## config.mk

```make
export PLATFORM = sky130hd
export DESIGN_NAME = gpu_cmd_sequencer_flat
export DESIGN_NICKNAME = d
export VERILOG_FILES = /design/src/rtl/gpu_seq_pkg.sv /design/src/rtl/gpu_cmd_sequencer_if.sv /design/src/rtl/gpu_cmd_buffer.sv /design/src/rtl/gpu_cmd_sequencer.sv /design/src/flat_wrapper.sv
export SDC_FILE = /design/constraint.sdc
export NUM_CORES = 1
export LEC_CHECK = 0
export ABC_CLOCK_PERIOD_IN_PS = 10000
export CAP_MARGIN = 20
export CORE_MARGIN = 2
export CORE_UTILIZATION = 60
export DETAILED_ROUTE_END_ITERATION = 7
export DONT_BUFFER_PORTS = 1
export PLACE_DENSITY_LB_ADDON = 0.1
export SLEW_MARGIN = 0
export SYNTH_ARGS = -nofsm -noshare
export SYNTH_HDL_FRONTEND = slang
export SYNTH_SLANG_ARGS = --single-unit
```

## constraint.sdc

```tcl
create_clock -name clk -period 10 [get_ports clk]
set_clock_uncertainty 0.05 [all_clocks]
set_input_delay 1.5 -clock clk [delete_from_list [all_inputs] [get_ports clk]]
set_output_delay 1.5 -clock clk [all_outputs]
set_load 0.01 [all_outputs]
```

## src/rtl/gpu_seq_pkg.sv

```systemverilog
// gpu_seq_pkg
// Shared types and default sizes for the GPU command sequencer.
//   seq_state_t : APB transfer FSM states (IDLE, SETUP, ACCESS)
//   DEF_*       : default buffer depth and APB address/data widths
package gpu_seq_pkg;

    typedef enum logic [1:0] {
        IDLE   = 2'd0,
        SETUP  = 2'd1,
        ACCESS = 2'd2
    } seq_state_t;

    localparam int DEF_DEPTH  = 8;
    localparam int DEF_ADDR_W = 32;
    localparam int DEF_DATA_W = 32;

endpackage

```

## src/rtl/gpu_cmd_sequencer_if.sv

```systemverilog
// gpu_cmd_sequencer_if
// Groups the host command handshake and the APB write bus of the sequencer.
//   cmd_valid_i/cmd_addr_i/cmd_data_i : host command (held until accepted)
//   cmd_ready_o                       : sequencer can take a command
//   gpu_full_i                        : GPU instruction FIFO full
//   pAddr_o/pDataWrite_o/pSel_o/pEnable_o/pWrite_o : APB write master
// Handshake: a command transfers on a rising edge where cmd_valid_i and
// cmd_ready_o are both high; the host holds valid and payload until then.
// modport slave is the sequencer side, modport master the host/GPU side.
interface gpu_cmd_sequencer_if
    import gpu_seq_pkg::*;
#(
    parameter int ADDR_W = DEF_ADDR_W,
    parameter int DATA_W = DEF_DATA_W
);

    logic              cmd_valid_i;
    logic [ADDR_W-1:0] cmd_addr_i;
    logic [DATA_W-1:0] cmd_data_i;
    logic              cmd_ready_o;
    logic              gpu_full_i;
    logic [ADDR_W-1:0] pAddr_o;
    logic [DATA_W-1:0] pDataWrite_o;
    logic              pSel_o;
    logic              pEnable_o;
    logic              pWrite_o;

    modport slave (
        input  cmd_valid_i, cmd_addr_i, cmd_data_i, gpu_full_i,
        output cmd_ready_o, pAddr_o, pDataWrite_o, pSel_o, pEnable_o, pWrite_o
    );

    modport master (
        output cmd_valid_i, cmd_addr_i, cmd_data_i, gpu_full_i,
        input  cmd_ready_o, pAddr_o, pDataWrite_o, pSel_o, pEnable_o, pWrite_o
    );

endinterface

```

## src/rtl/gpu_cmd_buffer.sv

```systemverilog
// gpu_cmd_buffer
// Synchronous FIFO holding {addr, data} commands.
//   clk, n_rst : clock, async active-low reset (pointers and count only)
//   push/push_data : write at tail (caller gates with !full)
//   pop            : remove head (ignored when empty)
//   head           : current head entry, read combinationally from storage
//   count/full/empty : occupancy, decoded from the registered count
module gpu_cmd_buffer
    import gpu_seq_pkg::*;
#(
    parameter int DEPTH = DEF_DEPTH,
    parameter int W     = DEF_ADDR_W + DEF_DATA_W,
    localparam int PTR_W = $clog2(DEPTH),
    localparam int CNT_W = $clog2(DEPTH + 1)
) (
    input  logic             clk,
    input  logic             n_rst,
    input  logic             push,
    input  logic [W-1:0]     push_data,
    input  logic             pop,
    output logic [W-1:0]     head,
    output logic [CNT_W-1:0] count,
    output logic             full,
    output logic             empty
);

    logic [W-1:0]     mem [DEPTH];
    logic [PTR_W-1:0] wr_ptr;
    logic [PTR_W-1:0] rd_ptr;
    logic             do_pop;

    assign do_pop = pop && !empty;

    // Storage carries no reset; stale contents are never visible because
    // count gates every read.
    always_ff @(posedge clk) begin
        if (push) begin
            mem[wr_ptr] <= push_data;
        end
    end

    // Pointers are DEPTH-sized (power of two) and wrap on overflow.
    always_ff @(posedge clk or negedge n_rst) begin
        if (!n_rst) begin
            wr_ptr <= '0;
            rd_ptr <= '0;
            count  <= '0;
        end else begin
            if (push) begin
                wr_ptr <= wr_ptr + PTR_W'(1);
            end
            if (do_pop) begin
                rd_ptr <= rd_ptr + PTR_W'(1);
            end
            case ({push, do_pop})
                2'b10:   count <= count + CNT_W'(1);
                2'b01:   count <= count - CNT_W'(1);
                default: count <= count;
            endcase
        end
    end

    assign head  = mem[rd_ptr];
    assign full  = (count == CNT_W'(DEPTH));
    assign empty = (count == '0);

endmodule

```

## src/rtl/gpu_cmd_sequencer.sv

```systemverilog
// gpu_cmd_sequencer
// Buffers host register writes and replays them as APB write transfers to
// the GPU, holding off new transfers while the GPU FIFO reports full.
//   clk, n_rst : clock, async active-low reset
//   bus        : command handshake + APB master (gpu_cmd_sequencer_if.slave)
//   count_o    : buffered entries
//   idle_o     : buffer empty and FSM in IDLE
//   state_o    : current APB FSM state (debug visibility)
module gpu_cmd_sequencer
    import gpu_seq_pkg::*;
#(
    parameter int DEPTH  = DEF_DEPTH,
    parameter int ADDR_W = DEF_ADDR_W,
    parameter int DATA_W = DEF_DATA_W,
    localparam int CNT_W = $clog2(DEPTH + 1)
) (
    input  logic                clk,
    input  logic                n_rst,
    gpu_cmd_sequencer_if.slave  bus,
    output logic [CNT_W-1:0]    count_o,
    output logic                idle_o,
    output seq_state_t          state_o
);

    seq_state_t                 state;
    seq_state_t                 state_next;
    logic                       push;
    logic                       pop;
    logic                       full;
    logic                       empty;
    logic                       more_after_pop;
    logic [CNT_W-1:0]           count;
    logic [ADDR_W+DATA_W-1:0]   head;

    // Ready comes only from the registered count, so a pop on the same edge
    // never opens the door early.
    assign push = bus.cmd_valid_i && !full;
    assign pop  = (state == ACCESS);

    gpu_cmd_buffer #(
        .DEPTH (DEPTH),
        .W     (ADDR_W + DATA_W)
    ) u_buffer (
        .clk       (clk),
        .n_rst     (n_rst),
        .push      (push),
        .push_data ({bus.cmd_addr_i, bus.cmd_data_i}),
        .pop       (pop),
        .head      (head),
        .count     (count),
        .full      (full),
        .empty     (empty)
    );

    // Occupancy once the ACCESS pop (and any same-edge push) has landed.
    assign more_after_pop = (count > CNT_W'(1)) || push;

    always_ff @(posedge clk or negedge n_rst) begin
        if (!n_rst) begin
            state <= IDLE;
        end else begin
            state <= state_next;
        end
    end

    // The GPU has no pReady, so SETUP always advances and ACCESS lasts one
    // cycle; gpu_full_i only gates the start of the next transfer.
    always_comb begin
        state_next = state;
        case (state)
            IDLE: begin
                if (!empty && !bus.gpu_full_i) begin
                    state_next = SETUP;
                end
            end
            SETUP: begin
                state_next = ACCESS;
            end
            ACCESS: begin
                if (more_after_pop && !bus.gpu_full_i) begin
                    state_next = SETUP;
                end else begin
                    state_next = IDLE;
                end
            end
            default: begin
                state_next = IDLE;
            end
        endcase
    end

    assign bus.cmd_ready_o  = !full;
    assign bus.pSel_o       = (state == SETUP) || (state == ACCESS);
    assign bus.pEnable_o    = (state == ACCESS);
    assign bus.pWrite_o     = bus.pSel_o;
    assign bus.pAddr_o      = bus.pSel_o ? head[ADDR_W+DATA_W-1:DATA_W] : '0;
    assign bus.pDataWrite_o = bus.pSel_o ? head[DATA_W-1:0] : '0;

    assign count_o = count;
    assign idle_o  = (state == IDLE) && empty;
    assign state_o = state;

endmodule
```

## src/flat_wrapper.sv

```systemverilog
// flat-port wrapper written by rule: the top's interface ports become plain ports
module gpu_cmd_sequencer_flat import gpu_seq_pkg::*;
#(
    parameter int DEPTH  = DEF_DEPTH,
    parameter int ADDR_W = DEF_ADDR_W,
    parameter int DATA_W = DEF_DATA_W,
    localparam int CNT_W = $clog2(DEPTH + 1)
)
  (clk, n_rst, count_o, idle_o, state_o, bus_cmd_valid_i, bus_cmd_addr_i, bus_cmd_data_i, bus_gpu_full_i, bus_cmd_ready_o, bus_pAddr_o, bus_pDataWrite_o, bus_pSel_o, bus_pEnable_o, bus_pWrite_o);
  gpu_cmd_sequencer_if #(.ADDR_W(ADDR_W), .DATA_W(DATA_W)) bus_i ();
  input  logic clk;
  input  logic n_rst;
  output logic [CNT_W-1:0] count_o;
  output logic idle_o;
  output seq_state_t state_o;
  input wire logic [$bits(bus_i.cmd_valid_i)-1:0] bus_cmd_valid_i;
  input wire logic [$bits(bus_i.cmd_addr_i)-1:0] bus_cmd_addr_i;
  input wire logic [$bits(bus_i.cmd_data_i)-1:0] bus_cmd_data_i;
  input wire logic [$bits(bus_i.gpu_full_i)-1:0] bus_gpu_full_i;
  output wire logic [$bits(bus_i.cmd_ready_o)-1:0] bus_cmd_ready_o;
  output wire logic [$bits(bus_i.pAddr_o)-1:0] bus_pAddr_o;
  output wire logic [$bits(bus_i.pDataWrite_o)-1:0] bus_pDataWrite_o;
  output wire logic [$bits(bus_i.pSel_o)-1:0] bus_pSel_o;
  output wire logic [$bits(bus_i.pEnable_o)-1:0] bus_pEnable_o;
  output wire logic [$bits(bus_i.pWrite_o)-1:0] bus_pWrite_o;
  assign bus_i.cmd_valid_i = bus_cmd_valid_i;
  assign bus_i.cmd_addr_i = bus_cmd_addr_i;
  assign bus_i.cmd_data_i = bus_cmd_data_i;
  assign bus_i.gpu_full_i = bus_gpu_full_i;
  assign bus_cmd_ready_o = bus_i.cmd_ready_o;
  assign bus_pAddr_o = bus_i.pAddr_o;
  assign bus_pDataWrite_o = bus_i.pDataWrite_o;
  assign bus_pSel_o = bus_i.pSel_o;
  assign bus_pEnable_o = bus_i.pEnable_o;
  assign bus_pWrite_o = bus_i.pWrite_o;
  gpu_cmd_sequencer #(.DEPTH(DEPTH), .ADDR_W(ADDR_W), .DATA_W(DATA_W)) u_core (.clk(clk), .n_rst(n_rst), .bus(bus_i), .count_o(count_o), .idle_o(idle_o), .state_o(state_o));
endmodule
```

## Yosys cells after proc, flatten, opt, wreduce, memory -nomap -nowiden

Memory sizes are Yosys's and may differ from the RTL's.
Index checks and enable logic that the tools add are counted.

- Bits in registers: 12
- Word-level logic and storage cells: 37
- Memories: 1
- Output and inout port bits: 75
- Memory bits (writable): 512
- Input port bits: 68

- Eq/ne operators: 6
- Reduce and logical (&&, ||, !) cells: 13
- Muxes and demuxes: 8
- Magnitude comparators: 1
- Add/sub/neg operators: 4

Memory list:

| memory | depth | width | read ports | clocked after memory_dff | wr ports | line | source |
|---|---|---|---|---|---|---|---|
| u_core.u_buffer.mem | 8 | 64 | 1 | 0 | 1 | gpu_cmd_buffer.sv:27 | `logic [W-1:0] mem [DEPTH];` |

Operators by type and width:

| operator | number |
|---|---|
| $mux W32 | 2 |
| $pmux W4 S2 | 1 |
| $add A3 B1 Y3 const B | 2 |
| $pmux W2 S3 | 1 |
| $logic_and A1 B1 Y1 | 5 |
| $add A4 B1 Y4 const B | 1 |
| $eq A2 B1 Y1 const B | 2 |
| $eq A2 B2 Y1 const B | 2 |
| $eq A4 B4 Y1 const B | 1 |
| $gt A4 B1 Y1 const B | 1 |
| $logic_not A4 Y1 | 1 |
| $sub A4 B1 Y4 const B | 1 |
| $logic_not A1 Y1 | 3 |
| $mux W1 | 3 |
| $logic_not A2 Y1 | 1 |
| $logic_or A1 B1 Y1 | 2 |
| $mux W2 | 1 |
| $ne A2 B1 Y1 const B | 1 |
| $reduce_bool A2 Y1 | 1 |

## Logic depth before layout (Yosys ltp)

Gate-level depths: netlist of run 1.

- Depth in word-level cells: 7
- Depth in mapped cells: 9
- Gate-level depth less buffers: 9

## Hierarchy

From an unflattened synthesis of run 1, not the netlist that was laid out.

- Cell total of the unflattened synthesis: 897
- Area, all modules: 20445.9 µm²

By module, submodules not included:

| module | area each (µm²) | cells an instance | sequential area each (µm²) | times used |
|---|---|---|---|---|
| gpu_cmd_buffer | 19840.3 | 807 | 15625.0 | 1 |
| gpu_cmd_sequencer | 605.6 | 90 | 50.0 | 1 |

## Worst setup path before layout of run 1

Ideal clock, no wire load.

- Path kind: input to register
- Start point: in bus_cmd_valid_i
- End point: mem u_core.u_buffer.mem[0][0] (netlist name), enable pin
- Required time: 9.385 ns
- Stages: 2
- Data arrival time: 5.993 ns
- Slack: 3.393 ns
- Setup time: 0.565 ns
- Path buffers: 0
- Cells stage by stage: nand3b_1 -> nor3_1

- Word-level cells in the longest chain between the ends: 3

RTL lines:

| item | line | source |
|---|---|---|
| start: declaration | flat_wrapper.sv:16 | `input wire logic [$bits(bus_i.cmd_valid_i)-1:0] bus_cmd_valid_i;` |
| $logic_and A1 B1 Y1 | gpu_cmd_sequencer.sv:37 | `assign push = bus.cmd_valid_i && !full;` |
| $mux W1 | gpu_cmd_buffer.sv:37 | `if (push) begin` |
| $mux W1 (implied by the code) | gpu_cmd_buffer.sv:38 | `mem[wr_ptr] <= push_data;` |
| end: declaration | gpu_cmd_buffer.sv:27 |  |

Every way passes these cells.

## Worst setup path after layout of run 1

- Start point: reg u_core.u_buffer.rd_ptr[0]
- End point: out bus_pDataWrite_o[11]

- Word-level cells in the longest chain between the ends: 2

RTL lines:

| item | line | source |
|---|---|---|
| start: declaration | gpu_cmd_buffer.sv:29 | `logic [PTR_W-1:0] rd_ptr;` |
| start signal: assignment | gpu_cmd_buffer.sv:53 | `rd_ptr <= rd_ptr + PTR_W'(1);` |
| $mem_v2 Z8 W64 | n/a |  |
| $mux W32 | gpu_cmd_sequencer.sv:97 | `assign bus.pDataWrite_o = bus.pSel_o ? head[DATA_W-1:0] : '0;` |
| end: declaration | flat_wrapper.sv:22 | `output wire logic [$bits(bus_i.pDataWrite_o)-1:0] bus_pDataWrite_o;` |

Every way passes these cells.

==> results.md, run 1 <==
- Ys async rst share: 0.0229
- Met1 Use GR: 0.311
- Routed Antenna Nets: 0
- Setup repair bufs after CTS: 0
- PostCTS Resize Cnt: 0
- Yosys cell types: 34
- CTS buffer count: 52
- RePlAce Congestion: ~0.73
- Final period util: 0.567
- Clock Tree Buf Depth: 3
- GR peak layer: met2
- Mean post-synth cell area: 20.1 µm²
- Critical Path RT: 8450 ps
- Hold Crit Class: reg2reg
- Most common cell after layout, fill and taps aside: edfxtp_1
- Rows: 67
- CP arrival: 4120 ps
- Seq/Total Area, Yosys: 0.758
- Power share of the combinational group: 0.294
- Mapped Nets: 1106
- Internal power: 4.61 mW
- EDFF count, synth: 512
- CTS tree: built
- Synth-to-layout area growth: 9.71%
- Hold_buf cts: 0
- Pin count of the biggest net entering global routing: approximately 150
- Max cap viols: 0
- Relative slew slack: 0.304
- Max Slew Vio Count: 0
- Fin crit period: 5670 ps
- Synth Flop Type: edfxtp_1
- Met3 GRT Util: 0.0588
- Die area: 0.0360 mm²
- I/O Buffers: 0
- Net Sw Power: 2.25 mW
- Yosys reg bits: 524
- Pwr Total: 6.86 mW
- Switching Share: 0.328
- Layout cells sized above 1: 0.252
- Cell count after synthesis: 1028
- Maximum VDD drop: 0.365 mV
- Post-route core utilization: 0.673
- Antenna violations before repair: 0
- Placed cell count: around 1400
- # H-tree levels: 2
- Routed wire length: around 40000 µm
- First-pass GRT wire length: 60400 µm
- Crit path largest cell delay: ~840 ps
- Cell taking the most area after synthesis: edfxtp_1
- Wire length per cell: between 20 and 30 µm
- Crit Path Class: reg2out
- Layout Nets: ~1100
- Insertion delay to the later sink of the worst-skew pair: roughly 550 ps
- # IOs: 143
- Initial DRC Count: 683
- Vias in the first global route: roughly 9800
- Total gr overflow: 0
- Leak pwr: 7.50 nW
- Worst path most repeated cell: buf_4
- Cells along the critical path: buf_4, nand2b_2, buf_4, o21ai_0, a221oi_1
- Hold slack: 481 ps
- Clk root buf: clkbuf_16
- Die width: approximately 190 µm
- Clock power share: 0.269
- Post-Layout Cell Count: 1530
- Drt drc: 0
- Share of the synthesized area in the top cell type: 0.743
- First-pass DRT Iterations: 7
- Startpoint types: flop
- CORE AREA: 0.0337 mm²
- Setup TNS: 0 ps
- Worst-Margin Slew: 1040 ps
- Die height: 190 µm
- Post-DP HPWL: 21100 µm
- Area contributors post-synth: edfxtp_1 74%, mux4_2 7.0%, mux2_2 3.6%, mux2i_1 3.2%, a221oi_2 2.8%
- Sequential share of power: 0.437
- CP max FO: 38
- Max frequency: ~180 MHz
- # diodes: 0
- Status: finished clean
- Final hold vios: 0
- Starting Density: 0.614
- RSZ-0062 raised after global routing: false
- Via/cell ratio: 6.15
- Synthesized area: 0.0207 mm²
- Vias: 9405
- Most frequent cells in the layout: 512 x edfxtp_1, 70 x inv_1, 67 x mux2_2
- Overall Global Routing Usage: 0.227
- Synth warn: 0
- # fillers: 2191
- Worst-path clk slew: about 60 ps
- Grt met2 use: 0.375
- Crit path capture type: output port
- Slowest CP cell: dfrtp_4
- Setup violations, final: 0
- Clock sinks: ~520
- Power Density: around 300 mW/mm²
synth_stat cells, types with 2 or more instances:
library cell and number:
nor3_1 2, dfrtp_1 12, buf_6 6, clkbuf_1 16, buf_12 4, nand2_1 4
mux2i_1 66, xnor2_1 6, mux2_2 67, nand3_1 3, inv_1 70, buf_1 3
a221oi_2 38, ha_1 10, a221oi_1 26, mux4_2 64, nand2b_1 3, xor2_1 2
edfxtp_1 512, nor2_1 8, o21ai_0 66, nand3b_1 2, buf_2 20, buf_4 8
power groups by stage:
stage	sequential, mW	combinational [mW]	clock [mW]
finish	3.00	2.02	1.85
global route	3.03	2.19	1.96
CTS	3.00	2.05	1.87
detailed placement	3.05	2.05	0
global placement	3.03	2.02	0
floorplan	2.91	1.70	0
cell families (layout without fill, tap and decap cells):
family / Yosys count / in the layout / share of synthesized area
DFF: 524 / 524 / 0.758
and+or+nand+nor: 30 / 30 / 0.00823
xor gates and xnor gates: 8 / 8 / 0.00339
AOI/OAI and AO/OA: 132 / 132 / 0.0552
muxes: 197 / 197 / 0.138
buffers and inverters: 127 / 181 / 0.0310
adders and majority gates: 10 / 10 / 0.00605
sequential cells by signal, summed over array words and instances (netlist names):
| register | count |
|---|---|
| u_core.u_buffer.mem | 512 |
| u_core.u_buffer.count | 4 |
| u_core.u_buffer.rd_ptr | 3 |
| u_core.u_buffer.wr_ptr | 3 |
| u_core.state_o | 2 |
through the flow:
stage | setup slack (ps) | cell area (µm²)
6_report | 4330 | 22700
5_1_grt | 4130 | 22700
4_1_cts | 4350 | 22700
3_5_place_dp | 4920 | 21100
3_3_place_gp | 5010 | 21100
2_1_floorplan | 3390 | 20700
routing by layer:
metal / part of all wire / vias to the layer above
li1: - / 4182
met1: 0.42 / 4885
met2: 0.49 / 297
met3: 0.075 / 41
met4: 0.014 / 0
met5: 0 / -
cell type report:
| type | instances | area (µm²) | area share |
|---|---|---|---|
| Sequential cell | 524 | 15700 | 0.691 |
| Multi-Input combinational cell | 377 | 4420 | 0.195 |
| Clock buffer | 61 | 1360 | 0.0598 |
| Tap cell | 448 | 561 | 0.0247 |
| Clock inverter | 34 | 267 | 0.0117 |
| Inverter | 70 | 263 | 0.0116 |
| Timing Repair Buffer | 16 | 133 | 0.00585 |
critical path: cells and delay by family, from the launching register on:
kind	cells	cell delay, ps
flip-flops	1	840
AO/OA/AOI/OAI	2	770
AND/OR/NAND/NOR	1	700
buffers and inverters	2	1210
final timing paths:
path	from	end	slack (ps)	cells past startpoint
worst max register to register	u_core.u_buffer.count[0]	u_core.u_buffer.mem[4][60]	6540	6
worst min register to register	u_core.u_buffer.wr_ptr[0]	u_core.u_buffer.wr_ptr[0]	480	1
worst min-delay path	u_core.u_buffer.wr_ptr[0]	u_core.u_buffer.wr_ptr[0]	480	1
max in group asynchronous	n_rst	u_core.u_buffer.rd_ptr[1]	9230	0
min in group asynchronous	n_rst	u_core.u_buffer.wr_ptr[0]	590	0
worst max-delay path	u_core.u_buffer.rd_ptr[0]	bus_pDataWrite_o[11]	4330	5
Power figures use the tool's default switching activity.
==> run 2: changes to the inputs <==
--- a/config.mk
+++ b/config.mk
@@ -5,10 +5,10 @@
 export SDC_FILE = /design/constraint.sdc
 export NUM_CORES = 1
 export LEC_CHECK = 0
-export ABC_CLOCK_PERIOD_IN_PS = 10000
+export ABC_CLOCK_PERIOD_IN_PS = 5100
 export CAP_MARGIN = 20
 export CORE_MARGIN = 2
-export CORE_UTILIZATION = 60
+export CORE_UTILIZATION = 57
 export DETAILED_ROUTE_END_ITERATION = 7
 export DONT_BUFFER_PORTS = 1
 export PLACE_DENSITY_LB_ADDON = 0.1
==> constraint.sdc (replaced) <==
create_clock -name clk -period 5.1 [get_ports clk]
set_clock_uncertainty 0.05 [all_clocks]
set_input_delay 0.765 -clock clk [delete_from_list [all_inputs] [get_ports clk]]
set_output_delay 0.765 -clock clk [all_outputs]
set_load 0.01 [all_outputs]
==> results.md, run 2 (synthesis results as in run 1) <==
- Status: finished clean
- Die width: 194 µm
- I/O Buffers: 0
- Worst-path clk slew: 60 ps
- Crit path largest cell delay: 970 ps
- Max Slew Vio Count: 0
- Vias in the first global route: 10000
- Area after DPL: around 0.021 mm²
- Cells along the critical path: buf_4, mux4_2, inv_1, a221oi_1
- Total gr overflow: 0
- Starting Density: 0.580
- Layout Nets: roughly 1100
- Die area: 0.0378 mm²
- CORE AREA: 0.0357 mm²
- RSZ-0062 raised after global routing: false
- Clk root buf: clkbuf_16
- # IOs: about 140
- Die height: 194 µm
- Power Density: 589 mW/mm²
- Insertion delay to the later sink of the worst-skew pair: between 500 and 600 ps
- Synth-to-layout area growth: 10.2%
- Via/cell ratio: 6.14
- Area of the multi-input gates: 0.00444 mm²
- CP arrival: between 3000 and 4000 ps
- Final instance area: approximately 0.023 mm²
- Rows: between 60 and 70
- Post-Layout Cell Count: around 1600
- Final period util: 0.805
- Setup repair bufs after CTS: 0
- First-pass DRT Iterations: 5
- Antenna violations before repair: 0
- # diodes: 0
- CTS tree: built
- Register area: between 0.015 and 0.02 mm²
- # H-tree levels: 2
- CTS buffer count: slightly above 50
- Top Registers: u_core.u_buffer.mem: 512 flops, u_core.u_buffer.count: 4 flops
- Max reg flops: between 500 and 600
- Leak pwr: 7.54 nW
- Most frequent cells in the layout: 512 x edfxtp_1, 70 x inv_1, 67 x mux2_2
- Crit Path Class: reg2out
- Clock sinks: 524
- Routed Antenna Nets: 0
- Crit-path leading delay family: flip-flops
- Clock Tree Buf Depth: 3
- First-pass GRT wire length: 62400 µm
- RePlAce Congestion: between 0.7 and 0.8
- Critical Path RT: 4280 ps
- PostCTS Resize Cnt: 0
- Overall Global Routing Usage: 0.220
- Placed cell count: approximately 1500
- # fillers: 2411
- Pwr Total: approximately 13 mW
- Startpoint types: flop
- Most common cell after layout, fill and taps aside: edfxtp_1
- Post-DP HPWL: around 22000 µm
- Crit path capture type: output port
- Maximum VDD drop: 0.706 mV
- Max frequency: between 200 and 250 MHz
- Slowest CP cell: dfrtp_4
- Max cap viols: 0
- Setup violations, final: 0
- Drt drc: 0
- CP Buf/Inv Count: 2
- Relative slew slack: 0.342
- Pin count of the biggest net entering global routing: 65
- Hold Crit Class: in2reg
- Worst-Margin Slew: 987 ps
- CP max FO: 39
- Initial DRC Count: about 600
- Layout cells sized above 1: 0.254
- Hold_buf cts: 1
- Setup TNS: 0 ps
- Wire length per cell: 26.3 µm
- Final hold vios: 0
- Fin crit period: 4110 ps
- Vias: 9532
- Register with the most flip-flops: u_core.u_buffer.mem
- Routed wire length: 40800 µm
## run 2: layout make-up
type | instances | share of cell area
sequential | 524 | 0.689
multi-input combinational | 377 | 0.195
clock buffer | 69 | 0.0617
tap | 461 | 0.0253
timing repair buffer | 28 | 0.0126
inverter | 70 | 0.0115
clock inverter | 23 | 0.00549
## run 2: report_power, final
part	internal, mW	switching [mW]
Combinational	1.57	2.50
Clock	1.97	1.51
Sequential	5.43	0.444
Total	8.97	4.45
## run 2: through the flow
step	setup slack (ps)	hold WS (ps)	util
after floorplan	693	419	-
after global placement	1520	420	0.596
after detailed placement	1470	420	0.596
after CTS	850	213	0.639
after global routing	728	217	0.639
final	993	236	0.639
## run 2: path summary, 6_finish.rpt
path                                            from                          to  slack [ps]  cells after the start
setup / recovery           u_core.u_buffer.rd_ptr[1]        bus_pDataWrite_o[13]         990                      4
hold / removal                    bus_cmd_data_i[15]  u_core.u_buffer.mem[0][15]         240                      0
setup reg to reg            u_core.u_buffer.count[0]  u_core.u_buffer.mem[1][12]        1820                      6
hold reg to reg            u_core.u_buffer.wr_ptr[0]   u_core.u_buffer.wr_ptr[0]         490                      1
max in group asynchronous                      n_rst   u_core.u_buffer.rd_ptr[1]        3930                      1
min in group asynchronous                      n_rst           u_core.state_o[0]         610                      1
## run 2: per-layer routing
metal	up-vias	part of all wire	global-route usage
li1	4201	-	-
met1	5014	0.43	0.308
met2	269	0.49	0.362
met3	48	0.060	0.0453
met4	0	0.015	0.0538
met5	-	0	0
